--- src/rtl/cla_nibble_seq_ctrl_if.sv ---
// Request/result bundle between a requesting datapath (master) and the
// nibble-serial add/subtract sequencer (slave).
interface cla_nibble_seq_ctrl_if #(
    parameter int WIDTH = 16
);
    logic             start;
    logic             sub;
    logic             cin;
    logic [WIDTH-1:0] A;
    logic [WIDTH-1:0] B;
    logic             ready;
    logic             busy;
    logic             done;
    logic [WIDTH-1:0] S;
    logic             cout;
    logic             ovf;

    modport master (
        output start, sub, cin, A, B,
        input  ready, busy, done, S, cout, ovf
    );

    modport slave (
        input  start, sub, cin, A, B,
        output ready, busy, done, S, cout, ovf
    );
endinterface

--- src/rtl/cla_nibble_seq_ctrl.sv ---
// Add/subtract sequencer: one 4-bit carry-lookahead slice resolves a WIDTH-bit
// operand pair one nibble per cycle, LSB first, with the inter-nibble carry held.
module cla_nibble_seq_ctrl #(
    parameter int WIDTH = 16
) (
    input  logic                 clk,
    input  logic                 rst_n,
    cla_nibble_seq_ctrl_if.slave bus
);
    localparam int NIB = WIDTH / 4;
    localparam int CW  = $clog2(NIB);
    localparam logic [CW-1:0] LAST = CW'(NIB - 1);

    typedef enum logic [1:0] {
        ST_IDLE = 2'd0,
        ST_RUN  = 2'd1,
        ST_DONE = 2'd2
    } state_t;

    state_t           r_state;
    state_t           w_state_nxt;
    logic             w_load;
    logic             w_step;
    logic [WIDTH-1:0] r_opa;
    logic [WIDTH-1:0] r_opb;
    logic             r_carry;
    logic [CW-1:0]    r_cnt;
    logic [WIDTH-1:0] r_s;
    logic             r_cout;
    logic             r_ovf;
    logic             r_ready;
    logic             r_busy;
    logic             r_done;
    logic [WIDTH-1:0] w_a_shift;
    logic [WIDTH-1:0] w_b_shift;
    logic [4:0]       w_slice;
    logic             w_ovf;

    // 4-bit carry-lookahead slice; returns {carry_out, sum}
    function automatic logic [4:0] cla4(input logic [3:0] a, input logic [3:0] b,
                                        input logic c0);
        logic [3:0] g;
        logic [3:0] p;
        logic [4:0] c;
        g    = a & b;
        p    = a ^ b;
        c[0] = c0;
        c[1] = g[0] | (p[0] & c[0]);
        c[2] = g[1] | (p[1] & g[0]) | (p[1] & p[0] & c[0]);
        c[3] = g[2] | (p[2] & g[1]) | (p[2] & p[1] & g[0]) | (p[2] & p[1] & p[0] & c[0]);
        c[4] = g[3] | (p[3] & g[2]) | (p[3] & p[2] & g[1]) | (p[3] & p[2] & p[1] & g[0])
             | (p[3] & p[2] & p[1] & p[0] & c[0]);
        return {c[4], p ^ c[3:0]};
    endfunction

    assign w_a_shift = r_opa >> {r_cnt, 2'b00};
    assign w_b_shift = r_opb >> {r_cnt, 2'b00};
    assign w_slice   = cla4(w_a_shift[3:0], w_b_shift[3:0], r_carry);
    // Carry into the sign bit is recovered from the sign-bit sum.
    assign w_ovf     = w_slice[4] ^ (r_opa[WIDTH-1] ^ r_opb[WIDTH-1] ^ w_slice[3]);

    assign bus.ready = r_ready;
    assign bus.busy  = r_busy;
    assign bus.done  = r_done;
    assign bus.S     = r_s;
    assign bus.cout  = r_cout;
    assign bus.ovf   = r_ovf;

    // Next-state decode and datapath strobes
    always_comb begin
        w_state_nxt = r_state;
        w_load      = 1'b0;
        w_step      = 1'b0;
        case (r_state)
            ST_IDLE: begin
                if (bus.start) begin
                    w_load      = 1'b1;
                    w_state_nxt = ST_RUN;
                end else begin
                    w_state_nxt = ST_IDLE;
                end
            end
            ST_RUN: begin
                w_step = 1'b1;
                if (r_cnt == LAST) begin
                    w_state_nxt = ST_DONE;
                end else begin
                    w_state_nxt = ST_RUN;
                end
            end
            ST_DONE: w_state_nxt = ST_IDLE;
            default: w_state_nxt = ST_IDLE;
        endcase
    end

    // State, status flags, operand latches and progressive result
    always_ff @(posedge clk) begin
        if (!rst_n) begin
            r_state <= ST_IDLE;
            r_ready <= 1'b1;
            r_busy  <= 1'b0;
            r_done  <= 1'b0;
            r_opa   <= '0;
            r_opb   <= '0;
            r_carry <= 1'b0;
            r_cnt   <= '0;
            r_s     <= '0;
            r_cout  <= 1'b0;
            r_ovf   <= 1'b0;
        end else begin
            r_state <= w_state_nxt;
            r_ready <= (w_state_nxt == ST_IDLE);
            r_busy  <= (w_state_nxt == ST_RUN);
            r_done  <= (w_state_nxt == ST_DONE);
            if (w_load) begin
                r_opa   <= bus.A;
                r_opb   <= bus.sub ? ~bus.B : bus.B;
                r_carry <= bus.sub ? 1'b1 : bus.cin;
                r_cnt   <= '0;
                r_s     <= '0;
                r_cout  <= 1'b0;
                r_ovf   <= 1'b0;
            end else if (w_step) begin
                for (int n = 0; n < NIB; n++) begin
                    if (int'(r_cnt) == n) begin
                        r_s[4*n +: 4] <= w_slice[3:0];
                    end
                end
                r_carry <= w_slice[4];
                if (r_cnt == LAST) begin
                    r_cnt  <= '0;
                    r_cout <= w_slice[4];
                    r_ovf  <= w_ovf;
                end else begin
                    r_cnt  <= r_cnt + CW'(1);
                end
            end
        end
    end
endmodule

--- src/flat_wrapper.sv ---
// flat-port wrapper written by rule: the top's interface ports become plain ports
module cla_nibble_seq_ctrl_flat 
#(
    parameter int WIDTH = 16
)
  (clk, rst_n, bus_start, bus_sub, bus_cin, bus_A, bus_B, bus_ready, bus_busy, bus_done, bus_S, bus_cout, bus_ovf);
  cla_nibble_seq_ctrl_if #(.WIDTH(WIDTH)) bus_i ();
  input  logic clk;
  input  logic rst_n;
  input wire logic [$bits(bus_i.start)-1:0] bus_start;
  input wire logic [$bits(bus_i.sub)-1:0] bus_sub;
  input wire logic [$bits(bus_i.cin)-1:0] bus_cin;
  input wire logic [$bits(bus_i.A)-1:0] bus_A;
  input wire logic [$bits(bus_i.B)-1:0] bus_B;
  output wire logic [$bits(bus_i.ready)-1:0] bus_ready;
  output wire logic [$bits(bus_i.busy)-1:0] bus_busy;
  output wire logic [$bits(bus_i.done)-1:0] bus_done;
  output wire logic [$bits(bus_i.S)-1:0] bus_S;
  output wire logic [$bits(bus_i.cout)-1:0] bus_cout;
  output wire logic [$bits(bus_i.ovf)-1:0] bus_ovf;
  assign bus_i.start = bus_start;
  assign bus_i.sub = bus_sub;
  assign bus_i.cin = bus_cin;
  assign bus_i.A = bus_A;
  assign bus_i.B = bus_B;
  assign bus_ready = bus_i.ready;
  assign bus_busy = bus_i.busy;
  assign bus_done = bus_i.done;
  assign bus_S = bus_i.S;
  assign bus_cout = bus_i.cout;
  assign bus_ovf = bus_i.ovf;
  cla_nibble_seq_ctrl #(.WIDTH(WIDTH)) u_core (.clk(clk), .rst_n(rst_n), .bus(bus_i));
endmodule
--- config.mk ---
export PLATFORM = sky130hd
export DESIGN_NAME = cla_nibble_seq_ctrl_flat
export DESIGN_NICKNAME = d
export VERILOG_FILES = /design/src/rtl/cla_nibble_seq_ctrl_if.sv /design/src/rtl/cla_nibble_seq_ctrl.sv /design/src/flat_wrapper.sv
export SDC_FILE = /design/constraint.sdc
export NUM_CORES = 1
export LEC_CHECK = 0
export BUFFER_PORTS_ARGS = -buffer_cell sky130_fd_sc_hd__buf_2
export CORE_MARGIN = 1.5
export CORE_UTILIZATION = 49
export DETAILED_ROUTE_END_ITERATION = 7
export HOLD_SLACK_MARGIN = 0.02
export PLACE_DENSITY = 0.8
export SLEW_MARGIN = 20
export SYNTH_ARGS = -nofsm -noshare
export SYNTH_HDL_FRONTEND = slang
export SYNTH_SLANG_ARGS = --single-unit
export TNS_END_PERCENT = 50
--- constraint.sdc ---
create_clock -name clk -period 2.78 [get_ports clk]
set_input_delay 0.417 -clock clk [delete_from_list [all_inputs] [get_ports clk]]
set_output_delay 0.417 -clock clk [all_outputs]
set_load 0.01 [all_outputs]
==> metrics.cfg, run 1 <==
[global_routing]
grtUsageTotal_pct=21.0
grt_pass1_wl_um=9850
grt_max_degree=49
grt_pass1_vias=2185
antenna_found_initial=0
grt-ovfl-total=0

[synthesis]
ys_ff_latch=58
synthCells=296
yosys_warnings=0
syn-num-nets=342
synth.distinct_cells=40
post_synth.cell_area_avg_um2=9.22
ys_seq_area_share_pct=42.5
synth_area_um2=2730

[detailed_routing]
routed_wl_um=5960
via_per_inst=5.31
drc_errors=0
wl_per_cell_um=13.9
firstDrtPassIters=4
num_vias=2269
drt-initial-drc-count=146
drt.antenna.violating_nets=0

[final_layout]
final_layout_size_suffix_gt1_share_pct=25.5
final_util_pct=62.7
fin_nets=399
syn2layout_area_growth_pct=20.3
layout.cells.non_filler=427
antenna-diode-count=0
num-fill-cells=462
final_common_cell=nand2_1
final_cell_mix=nand2_1, buf_2, dfxtp_1

[floorplanning]
placementRows=26
core-area_um2=5240
start_util_pct=52.1
dieWidth_um=77.6
die_area_um2=6030
die_h_um=77.6
num_io_pins=58

[status]
status=completed

[placed_design]
dp.final_hpwl_um=4150
portBuffers=57
dp_cells=411
gp_congestion=0.876
pre_cts_ws_ps=70.9

[clock_tree]
clk_latency_ps=330
clkTransAtPathRegs_ps=60
cts_root_buf=clkbuf_8
cts_made_buffers=9
cts_tree=built
ctsHoldBuffers=0
cts.htree.levels=3
clockBufferDepth=2
cts.sinks=58

[setup_path]
r2r-start=u_core.r_cnt[0]$_SDFFE_PP0P_
r2r-end=u_core.bus.ovf$_SDFFE_PP0P_
r2r_cells=7
crit_arrival_ps=2940
worstPathRequired_ps=3030
start_kind=flip-flop
crit_type=reg2reg
worstPathMaxFanout=9
crit_path_end_kind=flip-flop
r2r_slack_ps=90

[timing]
tns_ps=0
layout_setup_ws_ps=87.9
max_freq_ghz=0.371
slew_headroom_pct=56.3
rsz0062_at_grt=no
finalCritPeriodShare_pct=96.8
setup_viol=0
worst_pin_slew_ps=654
period_needed_ps=2690
fin_skew_ps=7.16
slew_viol_final=0
hold_viol=0

[power]
pwr_density_cell_nw_per_um2=584
power_leakage_nw=1.48
peakVddDrop_mv=0.304

[min_path]
whs_endpoint=u_core.r_opa[11]$_SDFFE_PN0P_
hp-class=in2reg
min_from=bus_A[11]
hold_depth=3

[flow_run]
maxCapViolCount=0

[what timing repair did]
item / in CTS / in global routing
buffers inserted: 0 / 1
endpoints found under the setup margin: 0 / 1
gates resized for setup: 0 / 2
[critical path: stages, from the launching register on]
cell	delay, ps
dfxtp_4	370
buf_12	140
mux4_2	510
ha_1	340
a211o_1	320
a211o_1	370
a311o_1	380
a31oi_1	170
[routing by layer]
metal / global-route usage (%) / share of wire (%)
met3: 6.12 / 6.1
met5: 0 / 0
met1: 24.7 / 42
met4: 7.09 / 1.2
met2: 36.3 / 50
[sequential cells by signal, summed over array words and instances, names as in the netlist]
signal            count
u_core.r_opa         16
u_core.r_cnt          2
u_core.bus.busy       1
u_core.bus.S         16
u_core.r_carry        1
u_core.r_state        2
u_core.bus.ready      1
u_core.bus.done       1
u_core.bus.ovf        1
u_core.r_opb         16
u_core.bus.cout       1
[cells by family after synthesis]
kind of cell               after synthesis  share of synthesized area (%)
AOI/OAI and AO/OA                       66                           18.9
adders and majority gates                9                           4.40
buffers and inverters                   25                           3.67
muxes                                   10                           7.34
and+or+nand+nor                        110                           17.4
xor gates and xnor gates                18                           5.78
DFF                                     58                           42.5
[worst max path at each step]
stage	slack (ps)	startpoint	depth (start not counted)	endpoint
after floorplan	130	u_core.r_cnt[0]$_SDFFE_PP0P_	7	u_core.bus.ovf$_SDFFE_PP0P_
after global placement	140	u_core.r_cnt[0]$_SDFFE_PP0P_	7	u_core.bus.ovf$_SDFFE_PP0P_
after detailed placement	70	u_core.r_cnt[0]$_SDFFE_PP0P_	7	u_core.bus.ovf$_SDFFE_PP0P_
after CTS	20	u_core.r_cnt[0]$_SDFFE_PP0P_	7	u_core.bus.ovf$_SDFFE_PP0P_
after global routing	3	u_core.r_cnt[0]$_SDFFE_PP0P_	7	u_core.bus.ovf$_SDFFE_PP0P_
final	90	u_core.r_cnt[0]$_SDFFE_PP0P_	7	u_core.bus.ovf$_SDFFE_PP0P_
[synth_stat cells]
cell	instances	area (um2)
nor3_1	1	5.00
nor3b_1	2	15.0
o211a_1	16	160
or3b_2	1	8.76
a2111oi_0	1	8.76
ha_1	8	100
o21a_1	1	7.51
buf_1	2	7.51
a311o_1	2	20.0
nand3_1	8	40.0
nor2_1	13	48.8
and3_2	1	7.51
a22oi_1	1	7.51
a21oi_1	15	75.1
nand2_1	72	270
mux4_2	8	180
a21boi_1	1	7.51
o21a_2	1	8.76
a211oi_1	4	30.0
a311oi_1	1	8.76
xnor2_1	18	158
and3_1	1	6.26
a31oi_1	1	6.26
a221oi_2	1	15.0
and2_1	6	37.5
o21ai_0	1	5.00
fa_1	1	20.0
nor4_1	2	12.5
a211o_2	1	10.0
a21o_1	1	7.51
dfxtp_1	58	1160
inv_1	7	26.3
a211o_1	2	17.5
mux2i_1	2	20.0
buf_2	5	25.0
nor2b_1	1	6.26
a21boi_0	16	120
clkbuf_1	11	41.3
and3b_1	1	8.76
nand3b_1	1	7.51
[area by class of cell]
cell class / count / area [um2] / area share [%]
Sequential cell: 58 / 1160 / 35.5
Timing Repair Buffer: 64 / 350 / 10.7
Inverter: 7 / 26.3 / 0.801
Tap cell: 70 / 87.6 / 2.67
Multi-Input combinational cell: 213 / 1470 / 44.7
Clock inverter: 3 / 40.0 / 1.22
Clock buffer: 12 / 145 / 4.42
[power breakdown]
group	switching, mW	internal [mW]
Combinational	0.146	0.131
Clock	0.307	0.431
Sequential	0.0283	0.874
Total	0.481	1.44
[metrics by stage]
| stage | instance area, um2 | power (mW) | hold slack [ps] |
|---|---|---|---|
| 6_report | 3280 | 1.92 | 325 |
| 3_3_place_gp | 3090 | 1.18 | 441 |
| 4_1_cts | 3270 | 1.92 | 317 |
| 3_5_place_dp | 3090 | 1.19 | 448 |
| 5_1_grt | 3280 | 2.00 | 326 |
| 2_1_floorplan | 2730 | 1.10 | 440 |
Note: power is estimated with default switching activity, not from simulation.
==> inputs of run 2 (changes only) <==
Settings changed: CORE_UTILIZATION 49 to 51, CTS_BUF_LIST set to sky130_fd_sc_hd__clkbuf_4 sky130_fd_sc_hd__clkbuf_8, PLACE_DENSITY 0.8 to 0.82, SLEW_MARGIN 20 to unset.
==> run 2 against run 1 <==
  * Hold slack worse by 4.9 ps
  * Design area down 0.46%
  * Final cell count down 0.23%
  * Die area down 3.8%
  * Flip-flop and latch count unchanged
  * Critical path depth down 1
  * Worst setup slack better by 85 ps
  * Sequential power about the same
==> metrics.cfg, run 2 (same netlist as run 1, synthesis figures left out) <==
[clock_tree]
clockBufferDepth=2  ; unchanged
post_cts_buffers=0  ; unchanged
ctsHoldBuffers=0  ; unchanged
clk_latency_ps=340  ; was 330 ps
cts-resized-gates=0  ; unchanged
clkTransAtPathRegs_ps=60  ; about the same
cts_root_buf=clkbuf_8  ; unchanged
cts.sinks=58  ; unchanged
cts_made_buffers=9  ; unchanged
cts.htree.levels=3  ; unchanged
cts_tree=built  ; unchanged

[timing]
slew_viol_final=0  ; unchanged
worst_pin_slew_ps=660  ; was 654 ps
period_needed_ps=2610  ; was 2690 ps
hold_viol=0  ; unchanged
tns_ps=0  ; unchanged
rsz0062_at_grt=no  ; unchanged
finalCritPeriodShare_pct=93.8  ; was 96.8%
slew_headroom_pct=55.9  ; was 56.3%
setup_viol=0  ; unchanged
fin_skew_ps=4.82  ; was 7.16 ps
max_freq_ghz=0.384  ; was 0.371 GHz

[global_routing]
grt_pass1_vias=2081  ; was 2185
antenna_found_initial=0  ; unchanged
grt-ovfl-total=0  ; unchanged
grt_pass1_wl_um=9510  ; was 9850 um
grtUsageTotal_pct=20.9  ; was 21.0%
grt_max_degree=49  ; unchanged

[setup_path]
r2r-end=u_core.bus.ovf$_SDFFE_PP0P_  ; unchanged
path_cells=mux4_2, ha_1, a211o_1, a211o_1, a311o_1, a31oi_1  ; was buf_12, mux4_2, ha_1, a211o_1, a211o_1, a311o_1, a31oi_1
crit_arrival_ps=2860  ; was 2940 ps
crit_family=compound AO/OA/AOI/OAI gates  ; unchanged
crit_slowest_cell=dfxtp_1  ; was mux4_2
path_buf_inv=0  ; was 1
worstPathRequired_ps=3030  ; about the same
crit_type=reg2reg  ; unchanged
r2r_slack_ps=170  ; was 90 ps
crit_path_end_kind=flip-flop  ; unchanged
critical_path_depth=6  ; was 7
path_common_cell=a211o_1  ; unchanged
start_kind=flip-flop  ; unchanged
max_stage_delay_ps=600  ; was 510 ps
r2r_cells=6  ; was 7
worstPathMaxFanout=11  ; was 9
r2r-start=u_core.r_cnt[1]$_SDFFE_PP0P_  ; was u_core.r_cnt[0]$_SDFFE_PP0P_

[detailed_routing]
drt-initial-drc-count=103  ; was 146
routed_wl_um=5550  ; was 5960 um
via_per_inst=5.28  ; was 5.31
drc_errors=0  ; unchanged
drt.antenna.violating_nets=0  ; unchanged
wl_per_cell_um=13.0  ; was 13.9 um
num_vias=2251  ; was 2269
firstDrtPassIters=4  ; unchanged

[final_layout]
final_common_cell=nand2_1  ; unchanged
final_cell_mix=nand2_1, buf_2, dfxtp_1  ; unchanged
syn2layout_area_growth_pct=19.7  ; was 20.3%
final_layout_size_suffix_gt1_share_pct=25.8  ; was 25.5%
layout.cells.non_filler=426  ; was 427
fin_nets=398  ; was 399
num-fill-cells=455  ; was 462
design_area_um2=3270  ; was 3280 um2
antenna-diode-count=0  ; unchanged
regArea_um2=1160  ; about the same
multiInputGateArea_um2=1470  ; unchanged

[power]
power_leakage_nw=1.48  ; about the same
peakVddDrop_mv=0.317  ; was 0.304 mV
pwr_density_cell_nw_per_um2=590  ; was 584 nW/um2
power_mw=1.93  ; was 1.92 mW

[min_path]
min_from=bus_A[11]  ; unchanged
whs_endpoint=u_core.r_opa[11]$_SDFFE_PN0P_  ; unchanged
hold_depth=3  ; unchanged
hp-class=in2reg  ; unchanged

[floorplanning]
num_io_pins=58  ; unchanged
core-area_um2=5140  ; was 5240 um2
dieWidth_um=76.2  ; was 77.6 um
start_util_pct=53.1  ; was 52.1%
placementRows=26  ; unchanged
die_h_um=76.2  ; was 77.6 um
die_area_um2=5800  ; was 6030 um2

[placed_design]
dp_cells=411  ; unchanged
placed_cell_area_um2=3070  ; was 3090 um2
portBuffers=57  ; unchanged
gp_congestion=0.899  ; was 0.876
dp.final_hpwl_um=4000  ; was 4150 um

[status]
status=completed  ; unchanged

[flow_run]
maxCapViolCount=0  ; unchanged

==> run 2: cell count changes in the layout (fill, tap and decap cells not counted), sizes merged <==
cell and change:
buf -1
==> run 2: worst max path at each step <==
stage	end	slack [ps]	from
6_report	u_core.bus.ovf$_SDFFE_PP0P_	170	u_core.r_cnt[1]$_SDFFE_PP0P_
5_1_grt	u_core.bus.ovf$_SDFFE_PP0P_	80	u_core.r_cnt[1]$_SDFFE_PP0P_
4_1_cts	u_core.bus.ovf$_SDFFE_PP0P_	50	u_core.r_cnt[0]$_SDFFE_PP0P_
3_5_place_dp	u_core.bus.ovf$_SDFFE_PP0P_	80	u_core.r_cnt[0]$_SDFFE_PP0P_
3_3_place_gp	u_core.bus.ovf$_SDFFE_PP0P_	140	u_core.r_cnt[0]$_SDFFE_PP0P_
2_1_floorplan	u_core.bus.ovf$_SDFFE_PP0P_	130	u_core.r_cnt[0]$_SDFFE_PP0P_
==> run 2: through the flow <==
| stage | setup WS (ps) | hold slack, ps | utilization (%) |
|---|---|---|---|
| detailed placement | 80.2 | 448 | 59.8 |
| finish | 173 | 320 | 63.6 |
| global route | 79.2 | 320 | 63.6 |
| global placement | 139 | 441 | 59.8 |
| floorplan | 130 | 440 | - |
| CTS | 45.7 | 307 | 63.5 |
==> run 2: cell type report <==
type	instances	share of cell area [%]
inverters	7	0.804
well taps	70	2.68
multi-input cells	213	44.9
clock buffers	12	4.67
repair buffers	63	10.1
clock inverters	3	1.23
flip-flops and latches	58	35.6
==> run 2: worst reg2reg max path: cells and delay by family (launching register included) <==
kind                       cells  cell delay [ps]
DFF                            1              600
muxes                          1              390
AOI/OAI and AO/OA              4             1210
adders and majority gates      1              320
==> run 2: report_power, final <==
part	switching, mW	internal (mW)	leakage, nW
clock network	0.307	0.450	0.103
logic	0.141	0.124	0.903
registers	0.0290	0.875	0.475
total	0.477	1.45	1.48
==> run 2: layer usage <==
metal  GRT usage [%]  wire, um
met4            8.89        83
met5               0         0
met2            35.1      2720
met3            7.19       327
met1            24.3      2420
